## src/rtl/regfile_scoreboard.sv

```systemverilog
// Integer register file: NRD read ports, 1 write port, per-register busy
// scoreboard, optional write-through bypass, and a multi-cycle clear sweep.
// Ports: clk, rst (sync, active-low), clr_req, ready,
//   rd_addr/rd_data/rd_busy (NRD ports, combinational reads),
//   iss_valid/iss_rd (mark busy), wb_valid/wb_rd/wb_data (retire).
// Build option: define REGFILE_BYPASS_EN to forward same-cycle writebacks.
module regfile_scoreboard #(
  parameter int XLEN  = 32,
  parameter int NREGS = 32,
  parameter int NRD   = 2,
  parameter int AW    = $clog2(NREGS)
) (
  input  logic                clk,
  input  logic                rst,
  input  logic                clr_req,
  output logic                ready,
  input  logic [NRD*AW-1:0]   rd_addr,
  output logic [NRD*XLEN-1:0] rd_data,
  output logic [NRD-1:0]      rd_busy,
  input  logic                iss_valid,
  input  logic [AW-1:0]       iss_rd,
  input  logic                wb_valid,
  input  logic [AW-1:0]       wb_rd,
  input  logic [XLEN-1:0]     wb_data
);

  typedef enum logic {
    CLEAR,
    IDLE
  } state_t;

  state_t           state;
  state_t           state_nx;
  logic [AW-1:0]    idx;
  logic [AW-1:0]    idx_nx;

  logic [XLEN-1:0]  mem [NREGS];
  logic [NREGS-1:0] busy;

  logic             mem_we;
  logic [AW-1:0]    mem_wa;
  logic [XLEN-1:0]  mem_wd;
  logic             wb_go;
  logic             iss_go;
  logic             busy_clr;
  logic [AW-1:0]    ra;

  assign ready = (state == IDLE);

  always_ff @(posedge clk) begin
    if (!rst) begin
      state <= CLEAR;
      idx   <= '0;
    end else begin
      state <= state_nx;
      idx   <= idx_nx;
    end
  end

  always_comb begin
    state_nx = state;
    idx_nx   = idx;
    mem_we   = 1'b0;
    mem_wa   = '0;
    mem_wd   = '0;
    wb_go    = 1'b0;
    iss_go   = 1'b0;
    busy_clr = 1'b0;
    unique case (state)
      CLEAR: begin
        mem_we = 1'b1;
        mem_wa = idx;
        idx_nx = idx + AW'(1);
        if (idx == AW'(NREGS - 1)) begin
          state_nx = IDLE;
        end
      end
      IDLE: begin
        if (clr_req) begin
          state_nx = CLEAR;
          idx_nx   = '0;
          busy_clr = 1'b1;
        end else begin
          wb_go  = wb_valid && (wb_rd != '0);
          iss_go = iss_valid && (iss_rd != '0);
          mem_we = wb_go;
          mem_wa = wb_rd;
          mem_wd = wb_data;
        end
      end
      default: begin
        state_nx = CLEAR;
        idx_nx   = '0;
      end
    endcase
  end

  always_ff @(posedge clk) begin
    if (rst && mem_we) begin
      mem[mem_wa] <= mem_wd;
    end
  end

  // Issue is applied after writeback so a same-cycle producer stays busy.
  always_ff @(posedge clk) begin
    if (!rst || busy_clr) begin
      busy <= '0;
    end else begin
      if (wb_go) begin
        busy[wb_rd] <= 1'b0;
      end
      if (iss_go) begin
        busy[iss_rd] <= 1'b1;
      end
    end
  end

  always_comb begin
    rd_data = '0;
    rd_busy = '0;
    ra      = '0;
    for (int p = 0; p < NRD; p++) begin
      ra = rd_addr[p*AW +: AW];
      if (ready && (ra != '0)) begin
`ifdef REGFILE_BYPASS_EN
        if (wb_valid && (wb_rd == ra)) begin
          rd_data[p*XLEN +: XLEN] = wb_data;
          rd_busy[p]              = 1'b0;
        end else begin
          rd_data[p*XLEN +: XLEN] = mem[ra];
          rd_busy[p]              = busy[ra];
        end
`else
        rd_data[p*XLEN +: XLEN] = mem[ra];
        rd_busy[p]              = busy[ra];
`endif
      end
    end
  end

endmodule

```

## config.mk

```make
export PLATFORM = sky130hd
export DESIGN_NAME = regfile_scoreboard
export DESIGN_NICKNAME = d
export VERILOG_FILES = /design/src/rtl/regfile_scoreboard.sv
export SDC_FILE = /design/constraint.sdc
export NUM_CORES = 1
export LEC_CHECK = 0
export BUFFER_PORTS_ARGS = -buffer_cell sky130_fd_sc_hd__clkbuf_2
export CAP_MARGIN = 30
export CORE_MARGIN = 2
export CORE_UTILIZATION = 45
export CTS_BUF_LIST = sky130_fd_sc_hd__clkbuf_8 sky130_fd_sc_hd__clkbuf_16
export DETAILED_ROUTE_END_ITERATION = 8
export PLACE_DENSITY = 0.67
export SLEW_MARGIN = 0
export SYNTH_ARGS = -nofsm -noshare
export SYNTH_HDL_FRONTEND = slang
export SYNTH_SLANG_ARGS = --single-unit
```

## constraint.sdc

```tcl
create_clock -name clk -period 5 [get_ports clk]
set_input_delay 0.25 -clock clk [delete_from_list [all_inputs] [get_ports clk]]
set_output_delay 0.25 -clock clk [all_outputs]
set_load 0.005 [all_outputs]
```

### Word-level counts from Yosys, hierarchy flattened

Memories as Yosys holds them, arrays and structs flattened.
Cells that the tools add are included.
W data, S select, Z words.

| operators by class | value |
|---|---|
| equal/unequal tests | 2 |
| muxes and demuxes | 33 |
| reduce and logical (&&, ||, !) cells | 13 |
| order comparisons | 6 |
| add/sub/neg operators | 1 |
| bitwise operators | 4 |

Operator list:

| operator | count |
|---|---|
| $mux W32 | 7 |
| $and A32 B32 Y32 | 1 |
| $not A32 Y32 | 1 |
| $or A32 B32 Y32 | 1 |
| $lt A5 B6 Y1 const B | 4 |
| $pmux W5 S2 | 2 |
| $reduce_bool A5 Y1 | 4 |
| $mux W1 | 16 |
| $bmux W1 S5 | 2 |
| $demux W1 S5 | 2 |
| $ge A5 B1 Y1 const B | 2 |
| $mux W5 | 2 |
| $logic_and A1 B1 Y1 | 7 |
| $add A5 B1 Y5 const B | 1 |
| $eq A5 B5 Y1 const B | 1 |
| $pmux W1 S2 | 2 |
| $ne A2 B2 Y1 const B | 1 |
| $logic_not A1 Y1 | 1 |
| $logic_or A1 B1 Y1 | 1 |
| $not A1 Y1 | 1 |

| word-level totals | value |
|---|---|
| output and inout port bits | 67 |
| bits of input ports | 57 |
| bits in writable memories | 1024 |
| memories | 1 |
| logic and storage cells | 63 |
| flip-flop bits (word level) | 38 |

Memory list:

| name | depth | bits a word | read ports | clocked after Yosys merged registers in | write ports | RTL line | text |
|---|---|---|---|---|---|---|---|
| mem | 32 | 32 | 2 | 0 | 1 | 37 | `logic [XLEN-1:0] mem [NREGS];` |

### Longest topological paths before layout

| depth | value |
|---|---|
| depth after elaboration | 10 |
| depth in mapped cells | 8 |
| gate-level depth less buffers | 5 |

### Least setup slack after synthesis

Ideal clock, no wire load.

| timing path | value |
|---|---|
| kind | input to register |
| from | in wb_rd[0] |
| to | mem mem[12][0], enable pin |
| library setup time | 461 ps |
| path buffers | 3 |
| stages on the path | 7 |
| data required time | 4539 ps |
| data arrival time | 3609 ps |
| slack | 930 ps |
| cell sequence | buf_2 or2_2 clkbuf_1 o221ai_1 a211o_1 buf_2 nor3_1 |

| on the way | value |
|---|---|
| cells in the longest elaborated chain, start to end | 7 |
| elaborated cells on any way between the ends | 9 |
| those cells by class | mux (6); reduce/logical (3) |

RTL lines:

| item | RTL line | text |
|---|---|---|
| start: declaration | 23 | `input logic [AW-1:0] wb_rd,` |
| $reduce_bool A5 Y1 | 84 | `wb_go = wb_valid && (wb_rd != '0);` |
| $logic_and A1 B1 Y1 | 84 |  |
| $mux W1 | 79 | `if (clr_req) begin` |
| $pmux W1 S2 | 69 | `unique case (state)` |
| $logic_and A1 B1 Y1 | 99 | `if (rst && mem_we) begin` |
| $mux W1 | 99 |  |
| $mux W1 (not written as such) | 100 | `mem[mem_wa] <= mem_wd;` |
| end: declaration | 37 |  |

Parallel ways exist; a longest one is shown, timed or not.

### Worst setup path in the final report

| timing path | value |
|---|---|
| from | reg state, in the netlist ready |
| to | out rd_data[60] |

| on the way | value |
|---|---|
| cells in the longest elaborated chain, start to end | 2 |

RTL lines:

| item | RTL line | text |
|---|---|---|
| start: declaration | 32 | `state_t state;` |
| start signal: assignment | 55 | `state <= state_nx;` |
| $logic_and A1 B1 Y1 | 124 | `if (ready && (ra != '0)) begin` |
| $mux W32 | 124 |  |
| end: declaration | 18 | `output logic [NRD*XLEN-1:0] rd_data,` |

Every way passes these cells.

==> run_results.csv <==
group,metric,value,unit
synthesis,synth.avg_cell_area,16.10,µm²
layout,area_growth,13.87,%
worst_setup_path,startpoint_type,"flip-flop",
synthesis,synth_warnings,0,
sta,worst_slew_pin_slew,1.064,ns
sta,fin_ws,0.8039,ns
routing,drt-vias-per-instance,6.674,
global_routing,grt_overflow,0,
sta,slew_headroom,29.05,%
routing,antenna_left,0,
clocking,clkLatencyLatePin,0.71,ns
synthesis,synth_edf_count,1024,
layout,layout.cells.non_filler,4817,
routing,drtIter0Drc,4333,
global_routing,grtUsageMet2,44.10,%
global_routing,grtUsageMet1,37.63,%
place,dp.cells,4613,
layout,nets,3298,
worst_setup_path,cp_max_fo,25,
worst_setup_path,end_kind,"output pin",
job,maxCapViolations,0,
clocking,post_cts_resize_count,0,
worst_setup_path,slowest_delay,0.74,ns
global_routing,met3_usage,4.617,%
worst_setup_path,crit_arrival,3.95,ns
synthesis,synth.distinct_cells,58,
global_routing,antenna_found_initial,11,
die,die_area,0.1138,mm²
synthesis,synth_area_leader_cell,"edfxtp_1",
global_routing,grt_pass1_wl,224100,µm
synthesis,synthTopCellsByArea,"edfxtp_1 61%, mux4_2 12%, mux2i_1 5.4%",
place,dp.final_hpwl,99030,µm
worst_setup_path,critPathKind,"flip-flop to output pin",
sta,tns,0,ns
place,io_buffers,123,
place,gp_congestion,0.8942,
worst_hold_path,hold_class,"primary input to flip-flop",
die,ios,124,
layout,fillCellCount,9040,
layout,multiInputGateArea,0.01767,mm²
global_routing,grt_usage,27.53,%
routing,first_pass_iters,5,
sta,setup_viol,0,
synthesis,netlist_instances,3106,
clocking,root_buffer,"clkbuf_16",
die,die_h,337.4,µm
power_and_ir_drop,vdd_drop_max,335.4,µV
synthesis,yosysTopAreaCellShare,61.48,%
sta,period_needed,4.196,ns
worst_setup_path,crit_chain,"buf_4 > nor3b_2 > buf_4 > and2_1 > a21oi_1 > nand4_1 > clkbuf_2",
routing,wirelength,157900,µm
sta,rsz0062_at_grt,"no",
clocking,post_cts_buffers,0,
global_routing,grt_pass1_vias,31790,
clocking,hold_buffers,6,
clocking,clockBufferDepth,3,
worst_setup_path,critPathRequiredTime,4.75,ns
die,initial_core_util,45.26,%
clocking,tritoncts,"done",
synthesis,yosysSeqAreaShare,63.00,%
place,dp_slack,1.376,ns
synthesis,synth-seq-cells,1062,
synthesis,synthesis.nets,3165,
routing,drc,0,
layout,post-route-util,51.54,%
sta,min_period_over_period,83.92,%
synthesis,synth.cell_area,0.05002,mm²
sta,hold_viol,0,
global_routing,busiest_layer,"met2",
worst_setup_path,cp_slowest_cell,"and2_1",
clocking,numCtsBuffers,104,
layout,drive_gt1_share,28.34,%
routing,wl_per_cell,32.79,µm
sta,slew_viol_final,0,
layout,register_area,0.03151,mm²
die,die_w,337.4,µm
synthesis,synth_ff_type,"edfxtp_1",
clocking,cts_sinks,1062,
power_and_ir_drop,power.density,327.7,mW/mm²
sta,clock_skew,0.04037,ns
die,core_area,0.1105,mm²
die,rows,122,
sta,max_freq,238.3,MHz
synthesis,synthArstFlopShare,0,%
clocking,path_clk_slew,0.06,ns
clocking,cts_max_level,3,
power_and_ir_drop,leakage,17.59,nW
routing,dr_total_vias,32150,
run_status,outcome,"finished, final reports clean",
worst_setup_path,worst_path_most_repeated_cell,"buf_4",
global_routing,grt_max_degree,133,
[synth_stat cells (all sizes together) (2+ instances only)]
cell and number:
a211oi 67, a21o 2, a21oi 64, a22oi 217, a32oi 12, and2 42, and3 36, and4b 2
buf 138, clkbuf 112, dfxtp 38, edfxtp 1024, ha 2, inv 5, mux2 201, mux2i 270
mux4 259, nand2 61, nand2b 8, nand3 70, nand3b 3, nand4 69, nor2 34, nor2b 79
nor3 24, nor3b 3, nor4 2, o21ai 99, o21ba 2, o221ai 2, o22ai 69, o2bb2ai 2
or2 5, or3 65, or3b 2
[worst max-delay path: cells and delay by family (launching register included)]
kind	cells	cell delay, ns
AO/OA/AOI/OAI	1	0.34
buffers and inverters	3	0.91
flip-flops	1	0.72
AND/OR/NAND/NOR	3	1.27
[cells by family (layout without fill, tap and decap cells)]
kind of cell             after synthesis  in the layout  share of synthesized area, %
AO/OA/AOI/OAI                        547            547                         7.297
buffers and inverters                255            473                         2.321
AND/OR/NAND/NOR                      509            509                         5.728
other                                  0              5                             0
flip-flops                          1062           1062                         63.00
XOR/XNOR                               1              1                       0.01751
multiplexers                         730            730                         21.59
adder cells (fa/ha/maj)                2              2                       0.05002
[layout make-up]
type                       instances  area share [%]
tap                             1488           3.269
timing repair buffer             277           4.341
sequential                      1062           55.32
antenna                            5         0.02197
clock inverter                    86           1.375
clock buffer                     105           4.613
inverter                           5         0.03295
multi-input combinational       1789           31.02
[state kept, by name, summed over array words and instances, names as in the netlist]
signal and count:
mem 1024, busy 32, idx 5, ready 1
[cells in the final DEF (no fill, tap or decap), types with 19 or more instances in the layout]
cell type,netlist,routed
or3_1,65,65
clkbuf_2,0,117
clkbuf_16,0,105
mux4_2,259,259
and3_1,36,34
a22oi_1,217,217
mux2i_1,270,270
nor2b_1,79,74
dfxtp_1,38,38
and2_1,41,39
nand2_1,61,59
clkinv_1,0,24
nand3_1,70,70
a21oi_1,63,63
nand4_1,69,69
o22ai_1,69,69
a211oi_1,67,67
mux2_2,201,201
buf_16,0,19
buf_4,10,105
o21ai_0,99,99
nor2_4,0,21
edfxtp_1,1024,1024
inv_1,5,29
[metrics by stage]
step	total power, mW	hold WS, ns	area, µm²
after floorplan	10.59	0.3717	50020
after global placement	10.89	0.4768	52760
after detailed placement	10.90	0.4860	53420
after CTS	18.68	0.007158	56890
after global routing	19.07	0.02009	56940
final	18.66	0.02068	56960
[worst paths after layout]
| kind | endpoint | slack (ns) | depth (start not counted) | from |
|---|---|---|---|---|
| worst max-delay path | rd_data[60] | 0.80 | 7 | ready$_SDFF_PN0_ |
| worst max register to register | mem[14][26]$_DFFE_PP_ | 1.32 | 6 | ready$_SDFF_PN0_ |
| worst min-delay path | mem[29][6]$_DFFE_PP_ | 0.02 | 2 | wb_data[6] |
| worst min register to register | busy[13]$_SDFF_PP0_ | 0.50 | 2 | busy[13]$_SDFF_PP0_ |
[power breakdown]
part / switching (mW) / internal, mW / total (mW) / leakage, nW
registers: 0.0278 / 9.67 / 9.70 / 8.78
clock network: 3.44 / 4.48 / 7.93 / 1.72
logic: 0.620 / 0.419 / 1.04 / 7.09
total: 4.09 / 14.6 / 18.7 / 17.6
[routing by layer]
layer	vias to the layer above	share of wire, %
li1	13120	-
met1	16670	39
met5	-	0.034
met2	1992	47
met4	6	4.0
met3	370	9.9
No activity file was read; power rests on OpenSTA's default activity.
